### src/rtl/type_buffer_if.sv
`default_nettype none
// ============================================================================
// Module      : type_buffer_if
// Description : Keyboard-event / typed-text bundle between the key decoder,
//               the round timer and the type_buffer. The master side drives
//               key events, the target sentence and round control. The slave
//               side (type_buffer) returns the typed text, the correct mask,
//               the counters and the round state.
// Revision    : 1.0 - initial release
// ============================================================================
interface type_buffer_if #(
  parameter int LEN = 25,
  parameter int CW  = 5
);
  // Key events and round control
  logic              key_valid;
  logic [CW-1:0]     key_code;
  logic [LEN*CW-1:0] target;
  logic              time_up;
  logic              clear;

  // Typed text and round status
  logic [LEN*CW-1:0] typed;
  logic [LEN-1:0]    correct;
  logic [4:0]        len;
  logic [15:0]       keystrokes;
  logic [15:0]       errors;
  logic [1:0]        state;
  logic              start;
  logic              done;

  modport master (
    output key_valid, key_code, target, time_up, clear,
    input  typed, correct, len, keystrokes, errors, state, start, done
  );

  modport slave (
    input  key_valid, key_code, target, time_up, clear,
    output typed, correct, len, keystrokes, errors, state, start, done
  );
endinterface
`default_nettype wire

### src/rtl/type_buffer.sv
`default_nettype none
// ============================================================================
// Module      : type_buffer
// Description : Collects decoded key events into a packed typed-text array,
//               compares each slot against a target sentence latched at round
//               start, and runs the IDLE/TYPING/DONE round state machine with
//               saturating keystroke/error counters.
//               Optional macro STRICT_INPUT_EN: mismatching keys are counted
//               but not inserted.
// Revision    : 1.0 - initial release
// ============================================================================
module type_buffer #(
  parameter int LEN = 25,
  parameter int CW  = 5
) (
  input  wire logic     clk,
  input  wire logic     rst,
  type_buffer_if.slave  bus
);

  typedef enum logic [1:0] {
    IDLE   = 2'd0,
    TYPING = 2'd1,
    DONE   = 2'd2
  } state_t;

  localparam logic [CW-1:0] C_SPACE = CW'(27);
  localparam logic [CW-1:0] C_BKSP  = CW'(31);
  localparam logic [4:0]    C_LEN   = 5'(LEN);
  localparam logic [15:0]   C_SAT   = 16'hFFFF;

  state_t            state_q, state_d;
  logic [LEN*CW-1:0] typed_q, typed_d;
  logic [LEN-1:0]    correct_q, correct_d;
  logic [4:0]        len_q, len_d;
  logic [15:0]       ks_q, ks_d;
  logic [15:0]       err_q, err_d;
  logic [LEN*CW-1:0] tgt_q, tgt_d;
  logic              start_q, start_d;
  logic              done_q, done_d;

  logic              is_print;
  logic              is_bksp;
  logic              ins_en;
  logic              bks_en;
  logic              write_slot;
  logic              mismatch;
  logic [LEN*CW-1:0] cmp_tgt;
  logic [CW-1:0]     cmp_slot;

  assign is_print = (bus.key_code != '0) && (bus.key_code <= C_SPACE);
  assign is_bksp  = (bus.key_code == C_BKSP);

  // Next-state: round FSM, slot insert/erase, counters; clear overrides all
  always_comb begin
    state_d    = state_q;
    typed_d    = typed_q;
    correct_d  = correct_q;
    len_d      = len_q;
    ks_d       = ks_q;
    err_d      = err_q;
    tgt_d      = tgt_q;
    start_d    = 1'b0;
    ins_en     = 1'b0;
    bks_en     = 1'b0;
    write_slot = 1'b0;
    cmp_tgt    = tgt_q;
    cmp_slot   = '0;

    case (state_q)
      IDLE: begin
        // First printable key opens the round and is compared against the
        // target being latched on this very edge.
        if (bus.key_valid && is_print) begin
          tgt_d   = bus.target;
          cmp_tgt = bus.target;
          start_d = 1'b1;
          state_d = TYPING;
          ins_en  = 1'b1;
        end
      end
      TYPING: begin
        if (bus.key_valid && is_print && (len_q < C_LEN)) ins_en = 1'b1;
        if (bus.key_valid && is_bksp && (len_q != 5'd0)) bks_en = 1'b1;
      end
      default: ;
    endcase

    for (int i = 0; i < LEN; i++) begin
      if (len_q == 5'(i)) cmp_slot = cmp_tgt[i*CW +: CW];
    end
    mismatch = (bus.key_code != cmp_slot);

    if (ins_en) begin
      if (ks_q != C_SAT) ks_d = ks_q + 16'd1;
      if (mismatch && (err_q != C_SAT)) err_d = err_q + 16'd1;
`ifdef STRICT_INPUT_EN
      write_slot = !mismatch;
`else
      write_slot = 1'b1;
`endif
    end

    if (write_slot) begin
      for (int i = 0; i < LEN; i++) begin
        if (len_q == 5'(i)) begin
          typed_d[i*CW +: CW] = bus.key_code;
          correct_d[i]        = !mismatch;
        end
      end
      len_d = len_q + 5'd1;
    end

    if (bks_en) begin
      for (int i = 0; i < LEN; i++) begin
        if (len_q == 5'(i + 1)) begin
          typed_d[i*CW +: CW] = '0;
          correct_d[i]        = 1'b0;
        end
      end
      len_d = len_q - 5'd1;
    end

    // Completion is judged on the post-key values so the last correct
    // keystroke and a coincident time_up both land in DONE on this edge.
    if ((state_q == TYPING) && (bus.time_up || ((len_d == C_LEN) && (&correct_d))))
      state_d = DONE;

    if (bus.clear) begin
      state_d   = IDLE;
      typed_d   = '0;
      correct_d = '0;
      len_d     = '0;
      ks_d      = '0;
      err_d     = '0;
      tgt_d     = '0;
      start_d   = 1'b0;
    end

    done_d = (state_d == DONE);
  end

  // State and datapath registers with synchronous reset
  always_ff @(posedge clk) begin
    if (rst) begin
      state_q   <= IDLE;
      typed_q   <= '0;
      correct_q <= '0;
      len_q     <= '0;
      ks_q      <= '0;
      err_q     <= '0;
      tgt_q     <= '0;
      start_q   <= 1'b0;
      done_q    <= 1'b0;
    end else begin
      state_q   <= state_d;
      typed_q   <= typed_d;
      correct_q <= correct_d;
      len_q     <= len_d;
      ks_q      <= ks_d;
      err_q     <= err_d;
      tgt_q     <= tgt_d;
      start_q   <= start_d;
      done_q    <= done_d;
    end
  end

  assign bus.typed      = typed_q;
  assign bus.correct    = correct_q;
  assign bus.len        = len_q;
  assign bus.keystrokes = ks_q;
  assign bus.errors     = err_q;
  assign bus.state      = state_q;
  assign bus.start      = start_q;
  assign bus.done       = done_q;

endmodule
`default_nettype wire

### src/flat_wrapper.sv
// flat-port wrapper written by rule: the top's interface ports become plain ports
module type_buffer_flat 
#(
  parameter int LEN = 25,
  parameter int CW  = 5
)
  (clk, rst, bus_key_valid, bus_key_code, bus_target, bus_time_up, bus_clear, bus_typed, bus_correct, bus_len, bus_keystrokes, bus_errors, bus_state, bus_start, bus_done);
  type_buffer_if #(.LEN(LEN), .CW(CW)) bus_i ();
  input  wire logic clk;
  input  wire logic rst;
  input wire logic [$bits(bus_i.key_valid)-1:0] bus_key_valid;
  input wire logic [$bits(bus_i.key_code)-1:0] bus_key_code;
  input wire logic [$bits(bus_i.target)-1:0] bus_target;
  input wire logic [$bits(bus_i.time_up)-1:0] bus_time_up;
  input wire logic [$bits(bus_i.clear)-1:0] bus_clear;
  output wire logic [$bits(bus_i.typed)-1:0] bus_typed;
  output wire logic [$bits(bus_i.correct)-1:0] bus_correct;
  output wire logic [$bits(bus_i.len)-1:0] bus_len;
  output wire logic [$bits(bus_i.keystrokes)-1:0] bus_keystrokes;
  output wire logic [$bits(bus_i.errors)-1:0] bus_errors;
  output wire logic [$bits(bus_i.state)-1:0] bus_state;
  output wire logic [$bits(bus_i.start)-1:0] bus_start;
  output wire logic [$bits(bus_i.done)-1:0] bus_done;
  assign bus_i.key_valid = bus_key_valid;
  assign bus_i.key_code = bus_key_code;
  assign bus_i.target = bus_target;
  assign bus_i.time_up = bus_time_up;
  assign bus_i.clear = bus_clear;
  assign bus_typed = bus_i.typed;
  assign bus_correct = bus_i.correct;
  assign bus_len = bus_i.len;
  assign bus_keystrokes = bus_i.keystrokes;
  assign bus_errors = bus_i.errors;
  assign bus_state = bus_i.state;
  assign bus_start = bus_i.start;
  assign bus_done = bus_i.done;
  type_buffer #(.LEN(LEN), .CW(CW)) u_core (.clk(clk), .rst(rst), .bus(bus_i));
endmodule
### config.mk
export PLATFORM = sky130hd
export DESIGN_NAME = type_buffer_flat
export DESIGN_NICKNAME = d
export VERILOG_FILES = /design/src/rtl/type_buffer_if.sv /design/src/rtl/type_buffer.sv /design/src/flat_wrapper.sv
export SDC_FILE = /design/constraint.sdc
export NUM_CORES = 1
export LEC_CHECK = 0
export BUFFER_PORTS_ARGS = -buffer_cell sky130_fd_sc_hd__buf_2
export CAP_MARGIN = 5
export CORE_ASPECT_RATIO = 0.6
export CORE_MARGIN = 8
export CORE_UTILIZATION = 50
export CTS_CLUSTER_DIAMETER = 200
export CTS_CLUSTER_SIZE = 20
export DETAILED_ROUTE_END_ITERATION = 10
export PLACE_DENSITY_LB_ADDON = 0.2
export SYNTH_ARGS = -nofsm -noshare
export SYNTH_HDL_FRONTEND = slang
export SYNTH_SLANG_ARGS = --single-unit
### constraint.sdc
create_clock -name clk -period 4.4 [get_ports clk]
set_input_delay 0.66 -clock clk [delete_from_list [all_inputs] [get_ports clk]]
set_output_delay 0.66 -clock clk [all_outputs]
set_load 0.01 [all_outputs]
======== After elaboration in Yosys (flattened, before gate mapping) ========
Cells that the tools add are included.
storage, ports and cells
  register bits after elaboration ......... 316
  input bits .............................. 135
  word-level logic and storage cells ...... 210
  output and inout port bits .............. 191
cells by class
  bitwise operators ....................... 1
  reduce and logical (&&, ||, !) cells .... 19
  $add $sub $neg .......................... 4
  mux-type cells .......................... 143
  order comparisons ....................... 2
  equality and inequality tests ........... 32
operator list
  cell                                                                    number
  125-bit two-way mux                                                     4
  5-bit two-way mux                                                       77
  5-bit equality test (second input constant)                             12
  1-bit two-way mux                                                       55
  25-bit two-way mux                                                      2
  5-bit by 4-bit equality test with 1-bit output (second input constant)  8
  16-bit by 1-bit adder with 16-bit output (second input constant)        2
  16-bit inequality test (second input constant)                          2
  25-bit AND reduction                                                    1
  5-bit by 3-bit equality test with 1-bit output (second input constant)  4
  5-bit by 2-bit equality test with 1-bit output (second input constant)  2
  5-bit nonzero test                                                      2
  1-bit logical AND                                                       8
  2-bit two-way mux                                                       4
  5-bit by 1-bit adder with 5-bit output (second input constant)          1
  5-bit by 1-bit equality test with 1-bit output (second input constant)  1
  5-bit less-or-equal comparator (second input constant)                  1
  5-bit zero test                                                         1
  5-bit < comparator (second input constant)                              1
  5-bit inequality test                                                   1
  5-bit by 1-bit subtractor with 5-bit output (second input constant)     1
  2-bit AND reduction                                                     2
  3-bit OR reduction                                                      1
  2-bit by 1-bit equality test with 1-bit output (second input constant)  1
  7 further kinds                                                         7

======== Logic depth before layout (Yosys ltp) ========
Gate-level depths: netlist (run 1).
  depth in word-level cells ............... 43
  depth in mapped cells ................... 19
  mapped depth without buffers ............ 15

======== Least setup slack after synthesis (run 1) ========
No wires, ideal clock.
  kind .................................... input port to flip-flop
  start point ............................. input port bus_key_code[1]
  end point ............................... register u_core.done_q (netlist: u_core.bus.done)
  slack ................................... 297 ps
  stages on the path ...................... 17
  buffers on the path ..................... 6
  data arrival time ....................... 4019 ps
  library setup time ...................... 84 ps
  cell sequence ........................... buf_6 > or4_4 > o211ai_1 > buf_4 > buf_12 > buf_12 > mux2_1 > a221o_1 > nor4_1 > o21ai_0 > a21oi_1 > xnor2_1 > nor4_4 > buf_6 > buf_8 > nor2_2 > o31ai_2
between the ends
  cells in the longest elaborated chain, start to end .. 43
ends and longest elaborated chain
  item                                                                         RTL line                              RTL
  start, declared                                                              flat_wrapper.sv:12                    input wire logic [$bits(bus_i.key_code)-1:0] bus_key_code;
  5-bit less-or-equal comparator / 5-bit nonzero test (equally long branches)  type_buffer.sv:51                     assign is_print = (bus.key_code != '0) && (bus.key_code <= C_SPACE);
  1-bit logical AND                                                            type_buffer.sv:51
  1-bit logical AND                                                            type_buffer.sv:74, type_buffer.sv:83
  125-bit two-way mux                                                          type_buffer.sv:74                     if (bus.key_valid && is_print) begin
  125-bit two-way mux                                                          type_buffer.sv:70                     case (state_q)
  5-bit two-way mux (25 in a row)                                              type_buffer.sv:90                     if (len_q == 5'(i)) cmp_slot = cmp_tgt[i*CW +: CW];
  5-bit inequality test                                                        type_buffer.sv:92                     mismatch = (bus.key_code != cmp_slot);
  1-bit zero test                                                              type_buffer.sv:108                    correct_d[i] = !mismatch;
  [... 3 more ...]                                                             n/a
  25-bit two-way mux                                                           type_buffer.sv:114                    if (bks_en) begin
  25-bit AND reduction                                                         type_buffer.sv:126                    if ((state_q == TYPING) && (bus.time_up || ((len_d == C_LEN) && (&correct_d))))
  1-bit logical AND                                                            type_buffer.sv:126
  1-bit logical OR                                                             type_buffer.sv:126
  1-bit logical AND                                                            type_buffer.sv:126
  2-bit two-way mux (*)                                                        type_buffer.sv:126
  2-bit two-way mux (*)                                                        type_buffer.sv:129                    if (bus.clear) begin
  2-bit equality test (*)                                                      type_buffer.sv:140                    done_d = (state_d == DONE);
  end signal, assigned                                                         type_buffer.sv:164                    done_q <= done_d;
  end, declared                                                                type_buffer.sv:40                     logic done_q, done_d;
Mark *: on every way between the ends. The rest lies on a longest branch, timed or not.
A chain may end at the register's enable or synchronous reset.

======== Final worst setup path (run 1) ========
  start point ............................. input port bus_key_code[1]
  end point ............................... register u_core.correct_q[6] (netlist: u_core.bus.correct[6])
between the ends
  cells in the longest elaborated chain, start to end .. 36
ends and longest elaborated chain
  item                                                                         RTL line                              RTL
  5-bit less-or-equal comparator / 5-bit nonzero test (equally long branches)  type_buffer.sv:51
  1-bit logical AND                                                            type_buffer.sv:51
  1-bit logical AND                                                            type_buffer.sv:74, type_buffer.sv:83
  125-bit two-way mux                                                          type_buffer.sv:74
  125-bit two-way mux                                                          type_buffer.sv:70
  5-bit two-way mux (25 in a row)                                              type_buffer.sv:90
  5-bit inequality test                                                        type_buffer.sv:92
  1-bit zero test                                                              type_buffer.sv:108
  1-bit two-way mux                                                            type_buffer.sv:106                    if (len_q == 5'(i)) begin
  25-bit two-way mux                                                           type_buffer.sv:104                    if (write_slot) begin
  1-bit two-way mux                                                            type_buffer.sv:116                    if (len_q == 5'(i + 1)) begin
  25-bit two-way mux (*)                                                       type_buffer.sv:114
  end signal, assigned                                                         type_buffer.sv:158                    correct_q <= correct_d;
  end, declared                                                                type_buffer.sv:34                     logic [LEN-1:0] correct_q, correct_d;
Marks and branches as above.

==> results of run 1 <==
[layout by cell type (no fill, tap or decap), types with 5 or more instances in the layout]
cell type  synthesis  routed
a211oi_1           8       8
a21oi_1          199     199
a22oi_1           10      10
a31oi_1            6       6
and2_1            11      11
and3_1             8       8
buf_12             2       6
buf_2              3     325
buf_4              6     138
clkbuf_16          0      19
dfxtp_1          316     314
ha_1               8       6
inv_1             19      19
mux2_2             7       7
mux2i_1          128     128
nand2_1          231     231
nand2b_1           5       5
nand3_1           33      33
nand4_1           11      11
nor2_1           210     207
nor2b_1           12      12
nor3_1            36      36
nor4_1             9       8
nor4bb_1           5       5
o2111ai_1          6       6
o211ai_1          12      12
o21ai_0          177     177
o21ai_1            5       5
o221ai_1           5       5
o22ai_1           18      18
o31ai_1           12      12
o41ai_1            5       5
or3_1             16      16
or4_1             13      13
xnor2_1            9       9
xor2_1            10      10
[sequential cells by signal, summed over array words and instances, names as in the netlist]
signal / count
u_core.bus.start: 1
u_core.bus.len: 5
u_core.bus.keystrokes: 16
u_core.bus.done: 1
u_core.tgt_q: 125
u_core.bus.errors: 16
u_core.bus.state: 2
u_core.bus.correct: 25
u_core.bus.typed: 125
[kinds of logic after synthesis]
kind of cell | synth area share (%)
compound gates | 20.8
xor+xnor | 1.14
fa+ha+maj | 0.686
buf+inv | 5.11
flops | 43.4
mux | 9.66
simple gates | 19.2
[metal layers]
layer | wire (um) | vias to the layer above | GRT usage, %
met1 | 24500 | 7097 | 41.6
li1 | - | 6972 | -
met4 | 1240 | 6 | 6.59
met5 | 41 | - | 0
met2 | 23500 | 784 | 44.8
met3 | 6370 | 83 | 9.85
[per-stage QoR]
stage | utilization, % | setup TNS, ns | cell area (um^2) | cells
final | 61.7 | 0 | 17700 | 2506
after global routing | 61.7 | -0.0744 | 17700 | 2506
after CTS | 61.6 | 0 | 17700 | 2503
after detailed placement | 59.8 | -12.23 | 17200 | 2483
after global placement | 59.8 | -10.77 | 17200 | 2483
after floorplan | - | 0 | 14600 | 1773
[final timing paths]
path                                startpoint                               end  depth (start not counted)
setup reg to reg  u_core.bus.len[1]$_SDFF_PP0_  u_core.bus.correct[6]$_SDFF_PP0_                         16
hold / removal                  bus_target[44]       u_core.tgt_q[44]$_SDFF_PP0_                          3
hold reg to reg    u_core.tgt_q[28]$_SDFF_PP0_       u_core.tgt_q[28]$_SDFF_PP0_                          2
setup / recovery               bus_key_code[1]  u_core.bus.correct[6]$_SDFF_PP0_                         17
[power by group through the flow]
stage / combinational, mW / clock [mW] / sequential (mW)
final: 0.679 / 1.80 / 2.92
after global routing: 0.719 / 1.93 / 2.93
after CTS: 0.661 / 1.82 / 2.92
after detailed placement: 0.659 / 0 / 2.99
after global placement: 0.651 / 0 / 2.99
after floorplan: 0.397 / 0 / 2.98
[worst register-to-register path, cell delays in order (launching register included)]
cell and delay [ns]:
dfxtp_1 0.41, inv_1 0.17, ha_1 0.26, buf_4 0.28, nand4bb_1 0.18, nor2_1 0.12, o211ai_1 0.14, a311oi_1 0.82
a2111oi_4 0.11, o211ai_1 0.24, nand3_1 0.12, a221o_1 0.36, nor4_4 0.31, buf_12 0.27, buf_4 0.18, nand2_1 0.05
a21oi_1 0.14
[final cells by class]
cell class                      instances  area, um^2
Sequential cell                       316        6330
Clock buffer                           19         475
Inverter                               19        71.3
Antenna cell                            3        7.51
Clock inverter                          1        30.0
Multi-Input combinational cell       1304        7560
Fill cell                            2547       11000
Tap cell                              375         469
Timing Repair Buffer                  469        2780
[what timing repair did]
item / CTS / global route
resized for setup: 0 / 9
setup buffers: 0 / 0
endpoints found under the setup margin: 0 / 42
==> impl_metrics.json, run 1 <==
{
  "finalCritPeriodShare_pct": 97.0,
  "status": "finished clean",
  "ys.flop_type": "dfxtp_1",
  "rows": 48,
  "cp_cell_sequence": "buf_2, or4_4, o211ai_1, buf_4, buf_4, mux2i_1, a21o_1, buf_4, a2111oi_4, o211ai_1, a211o_1, a221o_1, nor4_4, buf_12, buf_4, nand2_1, a21oi_1",
  "cts_sinks": 316,
  "p_seq_share_pct": 54.1,
  "drt_first_pass_iters": 6,
  "dieArea_um2": 35100,
  "wire_per_inst_um": 22.2,
  "synth_seq_cells": 316,
  "synth.most_common_cell": "dfxtp_1",
  "gr-total-overflow": 0,
  "power.density_nw_per_um2": 305,
  "cts_tree": "yes",
  "skew_ns": 0.0242,
  "comb_power_share_pct": 12.6,
  "worstSetupStartpointType": "primary input",
  "initial_core_util_pct": 50.8,
  "viasPerCell": 5.96,
  "grtUsageTotal_pct": 29.9,
  "worstPathArrival_ns": 4.71,
  "nNetsFinal": 2272,
  "drive_gt1_share_pct": 24.5,
  "drv_slew": 0,
  "drtAntennaViolNets": 0,
  "worst_slew_pin_slew_ns": 1.09,
  "die_h_um": 148,
  "worstPathRequired_ns": 4.84,
  "syn_area_per_cell_um2": 8.22,
  "clock.fmax_mhz": 234,
  "ys.warnings.count": 0,
  "clk_latency_ns": 0.53,
  "cts_root_buf": "clkbuf_16",
  "period_minus_slack_ns": 4.27,
  "syn_to_final_growth_pct": 21.5,
  "path_delay_family": "compound AO/OA/AOI/OAI gates",
  "drcViolationCount": 0,
  "switching_share_pct": 26.0,
  "hold_buffers": 0,
  "grt_pass1_wl_um": 84300,
  "total_power_mw": 5.40,
  "synth.top_cell.area_share_pct": 43.4,
  "p_int_mw": 3.99,
  "finalWorstSetupSlack_ns": 0.131,
  "async_flop_share_pct": 0,
  "maxSlewHeadroom_pct": 26.8,
  "p_sw_mw": 1.40,
  "fp.dieW_um": 236,
  "maxCapViolations": 0,
  "antenna_found_initial": 7,
  "gp_congestion": 0.978,
  "hold_violations": 0,
  "grt_start_max_net_pins": 109,
  "worst-path-buf-inv": 6,
  "synth_area_leaders": "dfxtp_1 (43%), mux2i_1 (8.8%), a21oi_1 (6.8%)",
  "synth.largest_area_cell": "dfxtp_1",
  "crit_top_cell": "buf_4",
  "grt_pass1_vias": 14300,
  "critPathCaptureType": "flop",
  "hpwl_um": 41500,
  "hold_class": "primary input to flop",
  "p_leak_nw": 7.37,
  "initialDrtViolationCount": 1775,
  "cts_made_buffers": 19,
  "port_buffers": 325,
  "rsz0062_at_grt": "true",
  "netlist_top_cells_count": "dfxtp_1 (316), nand2_1 (231), nor2_1 (210), a21oi_1 (199), o21ai_0 (177)",
  "power_frac_clock_pct": 33.3,
  "io_pins": 326,
  "drt-total-wl_um": 55600,
  "synthesis.instances": 1773,
  "coreArea_um2": 28700,
  "crit_type": "primary input to flop",
  "synth_area_um2": 14600,
  "peakVddDrop_uv": 200,
  "place_ws_ns": -0.383,
  "cts.reportedPaths.clkPinSlew_ns": 0.09,
  "crit_fanout": 45,
  "r2r_slack_ns": 0.15,
  "setup_viol_count_final": 0,
  "synth_cell_types": 82,
  "max_stage_delay_ns": 0.55,
  "synth_edf_count": 0,
  "vias": 14900,
  "timing.hold.ws_ns": 0.383,
  "worst_path_max_delay_cell": "or4_4",
  "cts_buffer_depth": 3,
  "htree_levels": 1,
  "ys_seq_area_share_pct": 43.4,
  "synth_nets": 1916
}
Power figures use the tool's default switching activity.
==> inputs of run 2 (changes only) <==
==> constraint.sdc (replaced) <==
create_clock -name clk -period 5.5 [get_ports clk]
set_input_delay 0.825 -clock clk [delete_from_list [all_inputs] [get_ports clk]]
set_output_delay 0.825 -clock clk [all_outputs]
set_load 0.01 [all_outputs]
==> run 2 against run 1 <==
Against the previous run:
- clock-buffer cell count is the same
- register-to-register slack gained 0.60 ns
- sequential share of layout area grew 1.5 points
- core utilization shrank 2.5 points
- sequential power shrank 20%
- largest power group unchanged
- power shrank 21%
- critical path depth shrank 5
- die area is the same
- final area shrank 4.0%
- first-iteration DRC count shrank 22%
==> impl_metrics.json, run 2 (synthesis gave the netlist of run 1 again) <==
{
  "die_h_um": 148,
  "worst_slew_pin_slew_ns": 1.25,
  "hold_class": "flop to flop",
  "fp.dieW_um": 236,
  "maxSlewHeadroom_pct": 16.8,
  "ctsResizeCount": 0,
  "cts_buffer_depth": 3,
  "status": "finished clean",
  "grt_start_max_net_pins": 92,
  "drtAntennaViolNets": 0,
  "htree_levels": 1,
  "register_area_um2": 6330,
  "final_cell_mix": "buf_2 (325), dfxtp_1 (316), nand2_1 (231)",
  "hold_path_depth": 2,
  "io_pins": 326,
  "rsz0062_at_grt": "false",
  "worstPathArrival_ns": 5.21,
  "p_leak_nw": 6.95,
  "final_common_cell": "buf_2",
  "drive_gt1_share_pct": 21.1,
  "hpwl_um": 39900,
  "wire_per_inst_um": 22.5,
  "hp-start": "u_core.tgt_q[93]$_SDFF_PP0_",
  "crit_fanout": 59,
  "vias": 14700,
  "drv_slew": 0,
  "hold_buffers": 0,
  "syn_to_final_growth_pct": 16.6,
  "whs_endpoint": "u_core.tgt_q[93]$_SDFF_PP0_",
  "drt-total-wl_um": 54400,
  "gr-total-overflow": 0,
  "hold_violations": 0,
  "total_power_mw": 4.29,
  "cts_made_buffers": 19,
  "placed_cells": 2399,
  "drcViolationCount": 0,
  "worstPathRequired_ns": 5.96,
  "clk_latency_ns": 0.54,
  "critPathCaptureType": "flop",
  "filler_cell_count": 2699,
  "nNetsFinal": 2188,
  "dieArea_um2": 35100,
  "cts_setup_buffers": 0,
  "worstSetupStartpointType": "flop",
  "port_buffers": 325,
  "utilization_pct": 59.2,
  "maxCapViolations": 0,
  "coreArea_um2": 28700,
  "r2r_end": "u_core.bus.errors[8]$_SDFFE_PP0P_",
  "r2r_slack_ns": 0.75,
  "viasPerCell": 6.07,
  "peakVddDrop_uv": 181,
  "ff2ff_path_depth": 12,
  "finalCritPeriodShare_pct": 86.3,
  "multi_input_area_um2": 7530,
  "setup_viol_count_final": 0,
  "drt_first_pass_iters": 8,
  "clock.fmax_mhz": 211,
  "layoutNonFillerInstCount": 2422,
  "cts.reportedPaths.clkPinSlew_ns": 0.09,
  "initialDrtViolationCount": 1385,
  "crit_type": "flop to flop",
  "reg2reg_from": "u_core.bus.len[3]$_SDFF_PP0_",
  "initial_core_util_pct": 50.8,
  "period_minus_slack_ns": 4.75,
  "grtUsageTotal_pct": 29.2,
  "cts_root_buf": "clkbuf_16",
  "skew_ns": 0.0233,
  "rows": 48,
  "grt_pass1_vias": 13900,
  "cts_sinks": 316,
  "gp_congestion": 0.935,
  "antenna_found_initial": 7,
  "power.density_nw_per_um2": 252,
  "grt_pass1_wl_um": 82100,
  "cts_tree": "yes",
  "fin_setup_tns_ns": 0
}
==> run 2: cell types whose count changed in the layout (fill, tap and decap cells not counted), sizes merged <==
cell	before	now
buf	469	385
==> run 2: where the power goes <==
part           total (mW)  internal, mW  switching (mW)
Clock                1.46         0.667           0.792
Sequential           2.34          2.32          0.0167
Combinational       0.492         0.172           0.320
Total                4.29          3.16            1.13
==> run 2: per-stage QoR <==
step	cell area, um^2	setup WS, ns	hold slack, ns
3_3_place_gp	16500	0.534	0.442
5_1_grt	17000	0.560	0.487
6_report	17000	0.751	0.461
4_1_cts	17000	0.960	0.456
3_5_place_dp	16500	0.477	0.444
2_1_floorplan	14600	1.23	0.432
==> run 2: final cells by class <==
class | instances | share of cell area (%)
clock inverters | 1 | 0.177
well taps | 375 | 2.76
multi-input cells | 1304 | 44.3
diodes | 3 | 0.0441
inverters | 19 | 0.419
flip-flops and latches | 316 | 37.2
clock buffers | 19 | 2.80
repair buffers | 385 | 12.4
==> run 2: worst max path at each step <==
stage / from / end / cells past startpoint
2_1_floorplan: bus_key_code[1] / u_core.bus.done$_SDFF_PP0_ / 17
3_3_place_gp: bus_key_code[1] / u_core.bus.errors[4]$_SDFFE_PP0P_ / 14
3_5_place_dp: bus_key_code[0] / u_core.bus.errors[8]$_SDFFE_PP0P_ / 14
4_1_cts: u_core.bus.len[0]$_SDFF_PP0_ / u_core.bus.errors[8]$_SDFFE_PP0P_ / 12
5_1_grt: u_core.bus.len[3]$_SDFF_PP0_ / u_core.bus.errors[14]$_SDFFE_PP0P_ / 12
6_report: u_core.bus.len[3]$_SDFF_PP0_ / u_core.bus.errors[8]$_SDFFE_PP0P_ / 12
==> run 2: layer usage <==
layer / vias to the layer above / global-route usage (%) / wire (um)
met5: - / 0 / 46
met4: 8 / 6.25 / 1070
met3: 95 / 8.44 / 5940
met2: 752 / 44.6 / 23600
met1: 7031 / 40.5 / 23700
li1: 6810 / - / -
==> run 2: critical path, stage by stage, from the launching register on <==
cell and delay (ns):
dfxtp_1 1.16, nor2b_1 0.38, nand2_1 0.57, or3_1 0.19, o2111ai_1 0.16, o211a_1 0.26
o211a_1 0.26, a2111oi_0 0.43, a221o_1 0.23, nor4_4 0.06, buf_12 0.18, or4_1 0.55
a21oi_1 0.16
==> inputs of run 3 (changes only) <==
==> constraint.sdc (replaced) <==
create_clock -name clk -period 6.2 [get_ports clk]
set_input_delay 0.93 -clock clk [delete_from_list [all_inputs] [get_ports clk]]
set_output_delay 0.93 -clock clk [all_outputs]
set_load 0.01 [all_outputs]
==> run 3 against run 2 <==
Against the previous run:
- maximum frequency is 8.8% lower
- cell count is 1.0% lower
- highest routed layer unchanged
- combinational power is 12% lower
- die area stayed put
- critical path type unchanged
- critical endpoint is now u_core.bus.errors[4]$_SDFFE_PP0P_
==> impl_metrics.json, run 3 (synthesis gave the netlist of run 1 again) <==
{
  "hold_class": "flop to flop",
  "cts_setup_buffers": 0,
  "drive_gt1_share_pct": 20.0,
  "initialDrtViolationCount": 1604,
  "fin_setup_tns_ns": 0,
  "finalWorstSetupSlack_ns": 0.992,
  "cts_tree": "yes",
  "switching_share_pct": 26.2,
  "cts.reportedPaths.clkPinSlew_ns": 0.09,
  "finalCritPeriodShare_pct": 84.0,
  "r2r_slack_ns": 0.99,
  "fin_area_um2": 16800,
  "final_common_cell": "buf_2",
  "placed_cells": 2371,
  "gp_congestion": 0.922,
  "crit_type": "flop to flop",
  "hold_buffers": 0,
  "clk_latency_ns": 0.53,
  "grtUsageTotal_pct": 29.6,
  "critPathCaptureType": "flop",
  "hold_path_depth": 2,
  "clock.fmax_mhz": 192,
  "dieArea_um2": 35100,
  "cts_buffer_depth": 3,
  "cts_made_buffers": 19,
  "power_frac_clock_pct": 33.8,
  "rsz0062_at_grt": "false",
  "drt_first_pass_iters": 5,
  "initial_core_util_pct": 50.8,
  "met2_length_um": 23200,
  "viasPerCell": 6.09,
  "p_sw_mw": 0.991,
  "total_power_mw": 3.79,
  "p_int_mw": 2.80,
  "whs_endpoint": "u_core.tgt_q[4]$_SDFF_PP0_",
  "hpwl_um": 39400,
  "timing.hold.ws_ns": 0.462,
  "wire_per_inst_um": 22.9,
  "syn_to_final_growth_pct": 15.3,
  "reg2reg_from": "u_core.bus.len[0]$_SDFF_PP0_",
  "drt-met1-wl_um": 23900,
  "maxCapViolations": 0,
  "top_layer": "met5",
  "skew_ns": 0.0213,
  "grt_pass1_wl_um": 83600,
  "r2r_end": "u_core.bus.errors[4]$_SDFFE_PP0P_",
  "wl_met3_um": 6470,
  "drcViolationCount": 0,
  "die_h_um": 148,
  "io_pins": 326,
  "ctsResizeCount": 0,
  "drt-total-wl_um": 54900,
  "cts_sinks": 316,
  "period_minus_slack_ns": 5.21,
  "place_area_um2": 16300,
  "p_leak_nw": 6.82,
  "vias": 14600,
  "cts_root_buf": "clkbuf_16",
  "peakVddDrop_uv": 150,
  "power.density_nw_per_um2": 225,
  "drv_slew": 0,
  "maxSlewHeadroom_pct": 14.4,
  "hold_violations": 0,
  "htree_levels": 1,
  "status": "finished clean",
  "layoutNonFillerInstCount": 2397,
  "fp.dieW_um": 236,
  "ff2ff_path_depth": 12,
  "grt_pass1_vias": 13900,
  "worstPathArrival_ns": 5.65,
  "final_cell_mix": "buf_2 (325), dfxtp_1 (316), nand2_1 (231)",
  "comb_power_share_pct": 11.4,
  "coreArea_um2": 28700,
  "gr-total-overflow": 0,
  "worstPathRequired_ns": 6.65,
  "place_ws_ns": 0.718,
  "hp-start": "u_core.tgt_q[4]$_SDFF_PP0_",
  "nNetsFinal": 2160,
  "setup_viol_count_final": 0,
  "rows": 48,
  "grt_start_max_net_pins": 126,
  "port_buffers": 325,
  "drtAntennaViolNets": 0,
  "crit_fanout": 59,
  "p_seq_share_pct": 54.7,
  "antenna_found_initial": 9,
  "worstSetupStartpointType": "flop",
  "utilization_pct": 58.6,
  "worst_slew_pin_slew_ns": 1.28
}
-- run 3: per-layer routing --
layer	global-route usage, %	vias to the layer above
met1	41.0	6975
met4	7.39	6
met3	9.66	83
met2	44.0	779
li1	-	6765
met5	0	-
-- run 3: area by class of cell --
class,instances,area (um^2)
Timing Repair Buffer,357,1900
Sequential cell,316,6330
Clock buffer,19,475
Tap cell,375,469
Fill cell,2685,11900
Inverter,19,71.3
Multi-Input combinational cell,1304,7530
Clock inverter,1,30.0
Antenna cell,6,15.0
-- run 3: how the worst max path moves through the flow --
stage / startpoint / to / slack [ns] / cells after the start
after floorplan: bus_key_code[1] / u_core.bus.done$_SDFF_PP0_ / 1.83 / 17
after global placement: bus_key_code[3] / u_core.bus.errors[4]$_SDFFE_PP0P_ / 0.90 / 15
after detailed placement: bus_key_code[4] / u_core.bus.errors[8]$_SDFFE_PP0P_ / 0.72 / 15
after CTS: bus_key_code[3] / u_core.bus.errors[8]$_SDFFE_PP0P_ / 1.25 / 15
after global routing: bus_key_code[4] / u_core.bus.errors[4]$_SDFFE_PP0P_ / 0.91 / 15
final: u_core.bus.len[0]$_SDFF_PP0_ / u_core.bus.errors[4]$_SDFFE_PP0P_ / 0.99 / 12
-- run 3: power by group through the flow --
| stage | Clock, mW | Sequential [mW] | Combinational (mW) |
|---|---|---|---|
| 2_1_floorplan | 0 | 2.12 | 0.282 |
| 3_3_place_gp | 0 | 2.12 | 0.414 |
| 3_5_place_dp | 0 | 2.12 | 0.421 |
| 4_1_cts | 1.30 | 2.07 | 0.423 |
| 5_1_grt | 1.37 | 2.08 | 0.461 |
| 6_report | 1.28 | 2.07 | 0.433 |
-- run 3: worst max-delay path, cell delays in order, from the launching register on --
cell       delay [ns]
dfxtp_1          0.43
inv_1            0.15
ha_1             0.85
nand3_1          0.91
o221a_2          0.59
o211a_1          0.20
o211a_1          0.25
a2111oi_0        0.51
a221o_1          0.24
nor4_4           0.06
buf_12           0.19
or4_1            0.53
a21oi_1          0.16
